--- src/rtl/adder_metrics_pkg.sv ---
// Shared definitions for the approximate-adder error-metrics engine.
//   state_t   : run-control states (IDLE, RUN, DRAIN, DONE)
//   cnt_width : width of a counter that must hold 0..num_samples
//   acc_width : width of the absolute-error accumulator (never overflows)
package adder_metrics_pkg;

  typedef enum logic [1:0] {
    IDLE  = 2'd0,
    RUN   = 2'd1,
    DRAIN = 2'd2,
    DONE  = 2'd3
  } state_t;

  function automatic int cnt_width(input int num_samples);
    return $clog2(num_samples + 1);
  endfunction

  // Each sample adds at most 2^n - 1, so n extra bits over the count suffice.
  function automatic int acc_width(input int n, input int num_samples);
    return n + cnt_width(num_samples);
  endfunction

endpackage

--- src/rtl/error_distance_unit.sv ---
// Stage 1 of the metrics pipeline: per-sample error distance.
// Ports:
//   clk, rst_n          : clock, synchronous active-low reset
//   i_valid             : sample accepted this cycle
//   i_exact, i_approx   : exact and approximate N-bit sums (unsigned)
//   o_ed                : |approx - exact|, registered
//   o_sed               : approx - exact as N+1-bit signed, registered
//   o_is_err, o_is_zero : ed != 0, exact == 0, registered
//   o_valid             : registered sample valid
module error_distance_unit #(
  parameter int N = 16
) (
  input  logic                clk,
  input  logic                rst_n,
  input  logic                i_valid,
  input  logic [N-1:0]        i_exact,
  input  logic [N-1:0]        i_approx,
  output logic [N-1:0]        o_ed,
  output logic signed [N:0]   o_sed,
  output logic                o_is_err,
  output logic                o_is_zero,
  output logic                o_valid
);

  logic [N-1:0]        w_ed;
  logic signed [N:0]   w_sed;

  logic                r_vld_p1;
  logic [N-1:0]        r_ed_p1;
  logic signed [N:0]   r_sed_p1;
  logic                r_is_err_p1;
  logic                r_is_zero_p1;

  // Zero-extending both operands by one bit keeps the difference exact.
  always_comb begin
    w_sed = $signed({1'b0, i_approx}) - $signed({1'b0, i_exact});
    w_ed  = (i_approx > i_exact) ? (i_approx - i_exact) : (i_exact - i_approx);
  end

  // ---- stage 1 register: valid is reset, data only loads on a valid sample
  always_ff @(posedge clk) begin
    if (!rst_n) begin
      r_vld_p1 <= 1'b0;
    end else begin
      r_vld_p1 <= i_valid;
    end
  end

  always_ff @(posedge clk) begin
    if (i_valid) begin
      r_ed_p1      <= w_ed;
      r_sed_p1     <= w_sed;
      r_is_err_p1  <= (w_ed != '0);
      r_is_zero_p1 <= (i_exact == '0);
    end
  end

  assign o_valid   = r_vld_p1;
  assign o_ed      = r_ed_p1;
  assign o_sed     = r_sed_p1;
  assign o_is_err  = r_is_err_p1;
  assign o_is_zero = r_is_zero_p1;

endmodule

--- src/rtl/adder_error_monitor.sv ---
// Streaming error-metrics engine for approximate adders. Accepts
// (exact, approximate) sum pairs and accumulates the raw statistics for
// ER, MED, NMED and bias; host software does the final divisions.
// Ports:
//   clk, rst_n          : clock, synchronous active-low reset
//   start               : clears accumulators and begins a run (IDLE/DONE only)
//   in_valid / in_ready : sample handshake; unaccepted samples are dropped
//   exact_s, approx_s   : exact and approximate N-bit sums
//   busy, done          : run in progress / results final and stable
//   sample_cnt          : samples accepted this run
//   err_cnt, zero_cnt   : samples with error / with exact == 0
//   sum_ed, max_ed      : sum and maximum of |approx - exact|
//   sum_sed             : signed sum of (approx - exact), two's complement
module adder_error_monitor
  import adder_metrics_pkg::*;
#(
  parameter  int N           = 16,
  parameter  int NUM_SAMPLES = 10000000,
  localparam int CNT_W       = cnt_width(NUM_SAMPLES),
  localparam int ACC_W       = acc_width(N, NUM_SAMPLES)
) (
  input  logic             clk,
  input  logic             rst_n,
  input  logic             start,
  input  logic             in_valid,
  output logic             in_ready,
  input  logic [N-1:0]     exact_s,
  input  logic [N-1:0]     approx_s,
  output logic             busy,
  output logic             done,
  output logic [CNT_W-1:0] sample_cnt,
  output logic [CNT_W-1:0] err_cnt,
  output logic [CNT_W-1:0] zero_cnt,
  output logic [ACC_W-1:0] sum_ed,
  output logic [N-1:0]     max_ed,
  output logic [ACC_W:0]   sum_sed
);

  state_t r_state, w_state_nxt;

  logic                  w_accept;
  logic                  w_last;
  logic                  w_start_ok;

  logic                  w_vld_p1;
  logic [N-1:0]          w_ed_p1;
  logic signed [N:0]     w_sed_p1;
  logic                  w_is_err_p1;
  logic                  w_is_zero_p1;

  logic [CNT_W-1:0]      r_sample_cnt;
  logic [CNT_W-1:0]      r_err_cnt_p2;
  logic [CNT_W-1:0]      r_zero_cnt_p2;
  logic [ACC_W-1:0]      r_sum_ed_p2;
  logic [N-1:0]          r_max_ed_p2;
  logic signed [ACC_W:0] r_sum_sed_p2;

  assign w_accept   = in_valid && (r_state == RUN);
  assign w_last     = w_accept && (r_sample_cnt == CNT_W'(NUM_SAMPLES - 1));
  assign w_start_ok = start && ((r_state == IDLE) || (r_state == DONE));

  always_ff @(posedge clk) begin
    if (!rst_n) begin
      r_state <= IDLE;
    end else begin
      r_state <= w_state_nxt;
    end
  end

  // DRAIN waits for the last sample to leave stage 1, so done rises two
  // edges after the final accept with all accumulators already settled.
  always_comb begin
    w_state_nxt = r_state;
    in_ready    = 1'b0;
    busy        = 1'b0;
    done        = 1'b0;
    case (r_state)
      IDLE: begin
        if (start) w_state_nxt = RUN;
      end
      RUN: begin
        in_ready = 1'b1;
        busy     = 1'b1;
        if (w_last) w_state_nxt = DRAIN;
      end
      DRAIN: begin
        busy = 1'b1;
        if (!w_vld_p1) w_state_nxt = DONE;
      end
      DONE: begin
        done = 1'b1;
        if (start) w_state_nxt = RUN;
      end
      default: w_state_nxt = IDLE;
    endcase
  end

  // ---- stage 0: accept edge, sample counter
  always_ff @(posedge clk) begin
    if (!rst_n) begin
      r_sample_cnt <= '0;
    end else if (w_start_ok) begin
      r_sample_cnt <= '0;
    end else if (w_accept) begin
      r_sample_cnt <= r_sample_cnt + 1'b1;
    end
  end

  // ---- stage 1: error distance
  error_distance_unit #(
    .N (N)
  ) u_edu (
    .clk       (clk),
    .rst_n     (rst_n),
    .i_valid   (w_accept),
    .i_exact   (exact_s),
    .i_approx  (approx_s),
    .o_ed      (w_ed_p1),
    .o_sed     (w_sed_p1),
    .o_is_err  (w_is_err_p1),
    .o_is_zero (w_is_zero_p1),
    .o_valid   (w_vld_p1)
  );

  // ---- stage 2: accumulators
  // start is only honoured in IDLE/DONE, where stage 1 is always empty, so
  // clearing never collides with an in-flight sample.
  always_ff @(posedge clk) begin
    if (!rst_n || w_start_ok) begin
      r_err_cnt_p2  <= '0;
      r_zero_cnt_p2 <= '0;
      r_sum_ed_p2   <= '0;
      r_max_ed_p2   <= '0;
      r_sum_sed_p2  <= '0;
    end else if (w_vld_p1) begin
      r_err_cnt_p2  <= r_err_cnt_p2 + CNT_W'(w_is_err_p1);
      r_zero_cnt_p2 <= r_zero_cnt_p2 + CNT_W'(w_is_zero_p1);
      r_sum_ed_p2   <= r_sum_ed_p2 + ACC_W'(w_ed_p1);
      r_sum_sed_p2  <= r_sum_sed_p2 + (ACC_W + 1)'(w_sed_p1);
      if (w_ed_p1 > r_max_ed_p2) begin
        r_max_ed_p2 <= w_ed_p1;
      end
    end
  end

  assign sample_cnt = r_sample_cnt;
  assign err_cnt    = r_err_cnt_p2;
  assign zero_cnt   = r_zero_cnt_p2;
  assign sum_ed     = r_sum_ed_p2;
  assign max_ed     = r_max_ed_p2;
  assign sum_sed    = r_sum_sed_p2;

endmodule

--- config.mk ---
export PLATFORM = sky130hd
export DESIGN_NAME = adder_error_monitor
export DESIGN_NICKNAME = d
export VERILOG_FILES = /design/src/rtl/adder_metrics_pkg.sv /design/src/rtl/error_distance_unit.sv /design/src/rtl/adder_error_monitor.sv
export SDC_FILE = /design/constraint.sdc
export NUM_CORES = 1
export LEC_CHECK = 0
export ABC_CLOCK_PERIOD_IN_PS = 3800
export BUFFER_PORTS_ARGS = -buffer_cell sky130_fd_sc_hd__buf_2
export CAP_MARGIN = 20
export CORE_UTILIZATION = 40
export CTS_BUF_LIST = sky130_fd_sc_hd__clkbuf_2 sky130_fd_sc_hd__clkbuf_4 sky130_fd_sc_hd__clkbuf_8
export DETAILED_ROUTE_END_ITERATION = 10
export PLACE_DENSITY = 0.66
export SLEW_MARGIN = 5
export SYNTH_ARGS = -nofsm -noshare
export SYNTH_HDL_FRONTEND = slang
export SYNTH_SLANG_ARGS = --single-unit
--- constraint.sdc ---
create_clock -name clk -period 3.8 [get_ports clk]
set_input_delay 0.76 -clock clk [delete_from_list [all_inputs] [get_ports clk]]
set_output_delay 0.76 -clock clk [all_outputs]
set_load 0.01 [all_outputs]
### Yosys cells after proc, flatten, opt, wreduce, memory -nomap -nowiden

Index checks and enable logic that the tools add are counted.

| storage, ports and cells | value |
|---|---|
| memory bits (writable) | 0 |
| ROM bits | 0 |
| word-level logic and storage cells | 52 |
| input port bits | 36 |
| latch bits | 0 |
| output and inout bits | 172 |
| register bits after elaboration | 207 |
| memories kept | 0 |

| cells by class | value |
|---|---|
| eq/ne operators | 7 |
| bitwise gates (word level) | 1 |
| divide/modulo/power cells | 0 |
| shift operators | 0 |
| muxes and demuxes | 8 |
| reductions and logical operators | 14 |
| $add $sub $neg | 8 |
| multipliers | 0 |
| magnitude comparators | 2 |

Operator list:

| operator | number |
|---|---|
| 24-bit by 1-bit adder with 24-bit output | 2 |
| 41-bit by 17-bit adder with 41-bit output | 1 |
| 40-bit by 16-bit adder with 40-bit output | 1 |
| 16-bit greater-than comparator | 2 |
| 16-bit subtractor | 2 |
| 24-bit by 1-bit adder with 24-bit output, second input constant | 1 |
| 24-bit equality test, second input constant | 1 |
| 16-bit by 16-bit subtractor with 17-bit output | 1 |
| 16-bit zero test | 1 |
| 16-bit two-way mux | 1 |
| 16-bit nonzero test | 1 |
| 2-bit two-way mux | 3 |
| 2-bit one-hot mux with 3 select lines | 1 |
| 2-bit OR reduction | 3 |
| 2-bit equality test, second input constant | 2 |
| 2-bit inequality test, second input constant | 2 |
| 1-bit logical AND | 3 |
| 1-bit two-way mux | 3 |
| 3-bit AND reduction | 1 |
| 2-bit by 1-bit equality test with 1-bit output, second input constant | 1 |
| 2-bit zero test | 1 |
| 1-bit logical OR | 2 |
| 2-bit by 1-bit inequality test with 1-bit output, second input constant | 1 |
| 2-bit AND reduction | 1 |
| 2 further kinds | 2 |

### Depth between registers and ports, before layout

| depth | value |
|---|---|
| depth after elaboration | 5 |
| depth in mapped cells | 14 |
| depth with buffers taken out | 12 |

### Modules after synthesis

From an unflattened synthesis, not the netlist that was laid out.

| second synthesis, totals | value |
|---|---|
| cells, all modules | 1,519 |
| area, all modules | 13,107.6 um^2 |

By module, submodules not included:

| module | instances | seq. area each (um^2) | area an instance (um^2) | cells an instance |
|---|---|---|---|---|
| adder_error_monitor | 1 | 3,423.3 | 10,187.3 | 1,221 |
| error_distance_unit | 1 | 1,041.0 | 2,920.3 | 298 |

### Least setup slack after synthesis

OpenSTA, ideal clock, no wires.

| timing path | value |
|---|---|
| path type | input-to-reg |
| from | input approx_s[0] |
| to | register u_edu.r_is_err_p1, in the netlist u_edu.o_is_err (data pin) |
| stages | 13 |
| path buffers | 2 |
| required time | 3,528 ps |
| path slack | 52 ps |
| library setup time | 272 ps |
| data arrival time | 3,477 ps |
| cell sequence | inv_1 > ha_1 > fa_1 > o221ai_2 > a221oi_2 > o32ai_2 > buf_4 > nand2_2 > buf_2 > o211a_2 > a2111oi_0 > nand4b_1 > or4_1 |

| between the ends | value |
|---|---|
| word-level cells in the longest chain between the ends | 3 |
| elaborated cells between the ends (all ways) | 5 |
| those cells by class | 2 x add/sub; 1 x order compare; 1 x mux; 1 x reduce/logical |

RTL lines:

| element | RTL line | RTL |
|---|---|---|
| from (decl) | adder_error_monitor.sv:28 | `input logic [N-1:0] approx_s,` |
| 16-bit subtractor / 16-bit greater-than comparator (equally long branches) | error_distance_unit.sv:37 | `w_ed = (i_approx > i_exact) ? (i_approx - i_exact) : (i_exact - i_approx);` |
| 16-bit two-way mux (*) | error_distance_unit.sv:37 |  |
| named net u_edu.w_ed[5] | error_distance_unit.sv:25 | `logic [N-1:0] w_ed;` |
| 16-bit nonzero test (*) | error_distance_unit.sv:53 | `r_is_err_p1 <= (w_ed != '0);` |
| to (signal assigned) | error_distance_unit.sv:53 |  |
| to (decl) | error_distance_unit.sv:31 | `logic r_is_err_p1;` |

Mark *: on every way through the listed nets, which the timed path passes. The rest lies on a longest branch.
A chain may end at the register's enable or synchronous reset.

### Worst setup path in the final report

| timing path | value |
|---|---|
| from | input exact_s[0] |
| to | register u_edu.r_is_err_p1, in the netlist u_edu.o_is_err (data pin) |

| between the ends | value |
|---|---|
| word-level cells in the longest chain between the ends | 3 |
| elaborated cells between the ends (all ways) | 5 |
| those cells by class | 2 x add/sub; 1 x order compare; 1 x mux; 1 x reduce/logical |

RTL lines:

| element | RTL line | RTL |
|---|---|---|
| from (decl) | adder_error_monitor.sv:27 | `input logic [N-1:0] exact_s,` |
| 16-bit subtractor / 16-bit greater-than comparator (equally long branches) | error_distance_unit.sv:37 |  |
| 16-bit two-way mux (*) | error_distance_unit.sv:37 |  |
| 16-bit nonzero test (*) | error_distance_unit.sv:53 |  |

Mark *: on every way between the ends. The rest lies on a longest branch, timed or not.

==> flow_summary.toml <==
[timing]
setup_viol = 0
min_period_over_period = 0.9205
worst_slew_pin_slew_ns = 0.7514
finalClockSkew_ns = 0.02300
max_freq_mhz = 285.9
slew-limit-headroom = 0.4944
whs_ns = 0.4662
finalCriticalPeriod_ns = 3.498
finalHoldViolCount = 0
rsz0062_at_grt = "no"
drv_slew = 0

[run_status]
status = "finished, final reports clean"

[global_routing]
grt_pass1_wl_mm = 55.73
grt-ovfl-total = 0
grtUsageTotal = 0.2053
antenna_found_initial = 0
grt_max_degree = 110
grt_pass1_vias = 11210

[power]
powerDensity_nw_per_um2 = 403.7
p_leak_nw = 7.040
peakVddDrop_mv = 0.1935
finalPower_mw = 6.319

[setup_path]
r2r_slack_ns = 0.41
critical_path_arrival_ns = 3.77
crit_start = "exact_s[0]"
critPathLaunchType = "input port"
reg2regPathDepth = 10
end_kind = "flip-flop"
crit_type = "input port to flip-flop"
crit_required_ns = 4.07
timing.rr.start = "u_edu.o_sed[16]"
worstPathMaxFanout = 6
worstReg2RegEnd = "sum_sed[39]"

[floorplanning]
start_util = 0.4077
die_w_microns = 181.8
dieArea_sq_um = 33050
rows = 65
core_sq_um = 31720
io_pins = 208
die_h_microns = 181.8

[finish]
n_fill_cell = 3127
final_area_sq_um = 15650
multiInputGateArea_sq_um = 7993
fin_nets = 1933
final_cell_mix = "207 x buf_2, 191 x nor2_1, 171 x dfxtp_1, 112 x nand2_1, 112 x ha_1"
mostFrequentLayoutCell = "buf_2"
antenna_cells = 0
area_growth_pct = 21.04
drive_above_1_share = 0.2074
seq_area_sq_um = 4468

[synthesis]
syn_inst = 1506
synth_area_sq_um = 12930
synth_nets = 1658
yosysWarnings = 0
yosys.cell_types.count = 80
ys_ff_latch = 206
ys_seq_area_frac = 0.3452
synth_ff_type = "dfxtp_1"
synth_enable_flop_cells = 34
async_reset_ff_frac = 0
syn_avg_cell_area_sq_um = 8.586

[worst_hold_path]
worstHoldEndpoint = "sum_sed[40]"
hold_class = "flip-flop to flip-flop"
min_from = "sum_sed[40]"
whs_path_depth = 2

[drt]
drt_iter0_drc = 389
wire_per_inst_microns = 15.72
wl_mm = 34.74
antenna_left = 0
vias_per_cell = 5.276
via_count = 11660
drt-pass1-iter-count = 5
route.detailed.drc = 0

[place]
post-dp-hpwl_mm = 26.36
gp_congestion = 0.8693
portBuffers = 207
post_dp_cell_area_sq_um = 14890

[clock_network]
cts_max_level = 2
root_buffer = "clkbuf_8"
clkTransAtPathRegs_ns = 0.06
ctsHoldBuffers = 0
postCtsResizedCells = 0
insertion_delay_ns = 0.54
cts_setup_buffers = 0
cts_made_buffers = 37
cts_tree = "done"
clockBufferDepth = 3
clock-sinks = 206

[job]
cap_viol_max_count = 0
## cells by family after synthesis
| logic type | Yosys count | share of synthesized area |
|---|---|---|
| adders and majority gates | 116 | 0.1146 |
| xor gates and xnor gates | 146 | 0.09889 |
| muxes | 60 | 0.04654 |
| DFF | 206 | 0.3452 |
| AOI/OAI and AO/OA | 300 | 0.1500 |
| and+or+nand+nor | 555 | 0.2061 |
| buffers and inverters | 123 | 0.03870 |
## worst max-delay path, cell delays in order
cell	delay (ns)
buf_2	0.11
ha_1	0.22
fa_1	0.42
o221ai_2	0.27
a221oi_2	0.11
o32ai_2	0.36
buf_4	0.21
nand3b_1	0.10
a21o_1	0.18
a2111oi_0	0.50
nand4b_1	0.14
or4_1	0.41
## metrics by stage
stage,utilization,setup TNS (ns),setup WS [ns],cells
after floorplan,-,0,0.05163,1506
after global placement,0.4693,-0.2090,-0.2090,2144
after detailed placement,0.4693,-0.2651,-0.2651,2144
after CTS,0.4935,0,0.3217,2210
after global routing,0.4935,0,0.1183,2210
final,0.4935,0,0.3020,2210
## final cells by class
class                      count  area share
tap                          402     0.03214
timing repair buffer         288      0.1058
inverter                      71     0.01703
multi-input combinational   1177      0.5107
clock buffer                  59     0.04589
clock inverter                 7    0.002958
sequential                   206      0.2855
## synth_stat cells, drive strengths merged (28+ instances only)
| cell | n | share of area |
|---|---|---|
| nor2 | 191 | 0.055 |
| dfxtp | 172 | 0.27 |
| nand2 | 114 | 0.033 |
| ha | 112 | 0.11 |
| a21oi | 97 | 0.039 |
| xor2 | 93 | 0.063 |
| inv | 71 | 0.021 |
| o21ai | 68 | 0.026 |
| nand3 | 60 | 0.024 |
| mux2i | 59 | 0.046 |
| xnor2 | 53 | 0.036 |
| a21o | 40 | 0.023 |
| nand4 | 39 | 0.019 |
| edfxtp | 34 | 0.079 |
| clkbuf | 32 | 0.0093 |
| and3 | 28 | 0.014 |
| nor3 | 28 | 0.011 |
## report_power, final
part           internal (mW)  total (mW)  switching, mW
combinational          0.693        1.71           1.01
sequential              2.37        2.48          0.109
clock                   1.20        2.13          0.933
## metal layers
metal,up-vias,part of all wire,routed length (microns),global-route usage
li1,5895,-,-,-
met1,5410,0.44,15370,0.2495
met2,270,0.47,16200,0.3485
met3,86,0.054,1879,0.04372
met4,0,0.037,1292,0.08949
met5,-,0,0,0
## sequential cells by signal, indices dropped and copies added, names as in the netlist
register	cells
u_edu.o_is_err	1
zero_cnt	24
u_edu.o_sed	17
sample_cnt	24
r_state	2
u_edu.o_is_zero	1
max_ed	16
u_edu.o_valid	1
err_cnt	24
sum_sed	41
sum_ed	40
u_edu.o_ed	15
## how the worst max path moves through the flow
stage | endpoint | cells past startpoint
final | u_edu.o_is_err | 12
after global routing | u_edu.o_is_err | 13
after CTS | u_edu.o_is_err | 12
after detailed placement | u_edu.o_is_err | 12
after global placement | u_edu.o_is_err | 13
after floorplan | u_edu.o_is_err | 13
(Power assumes the default switching activity.)
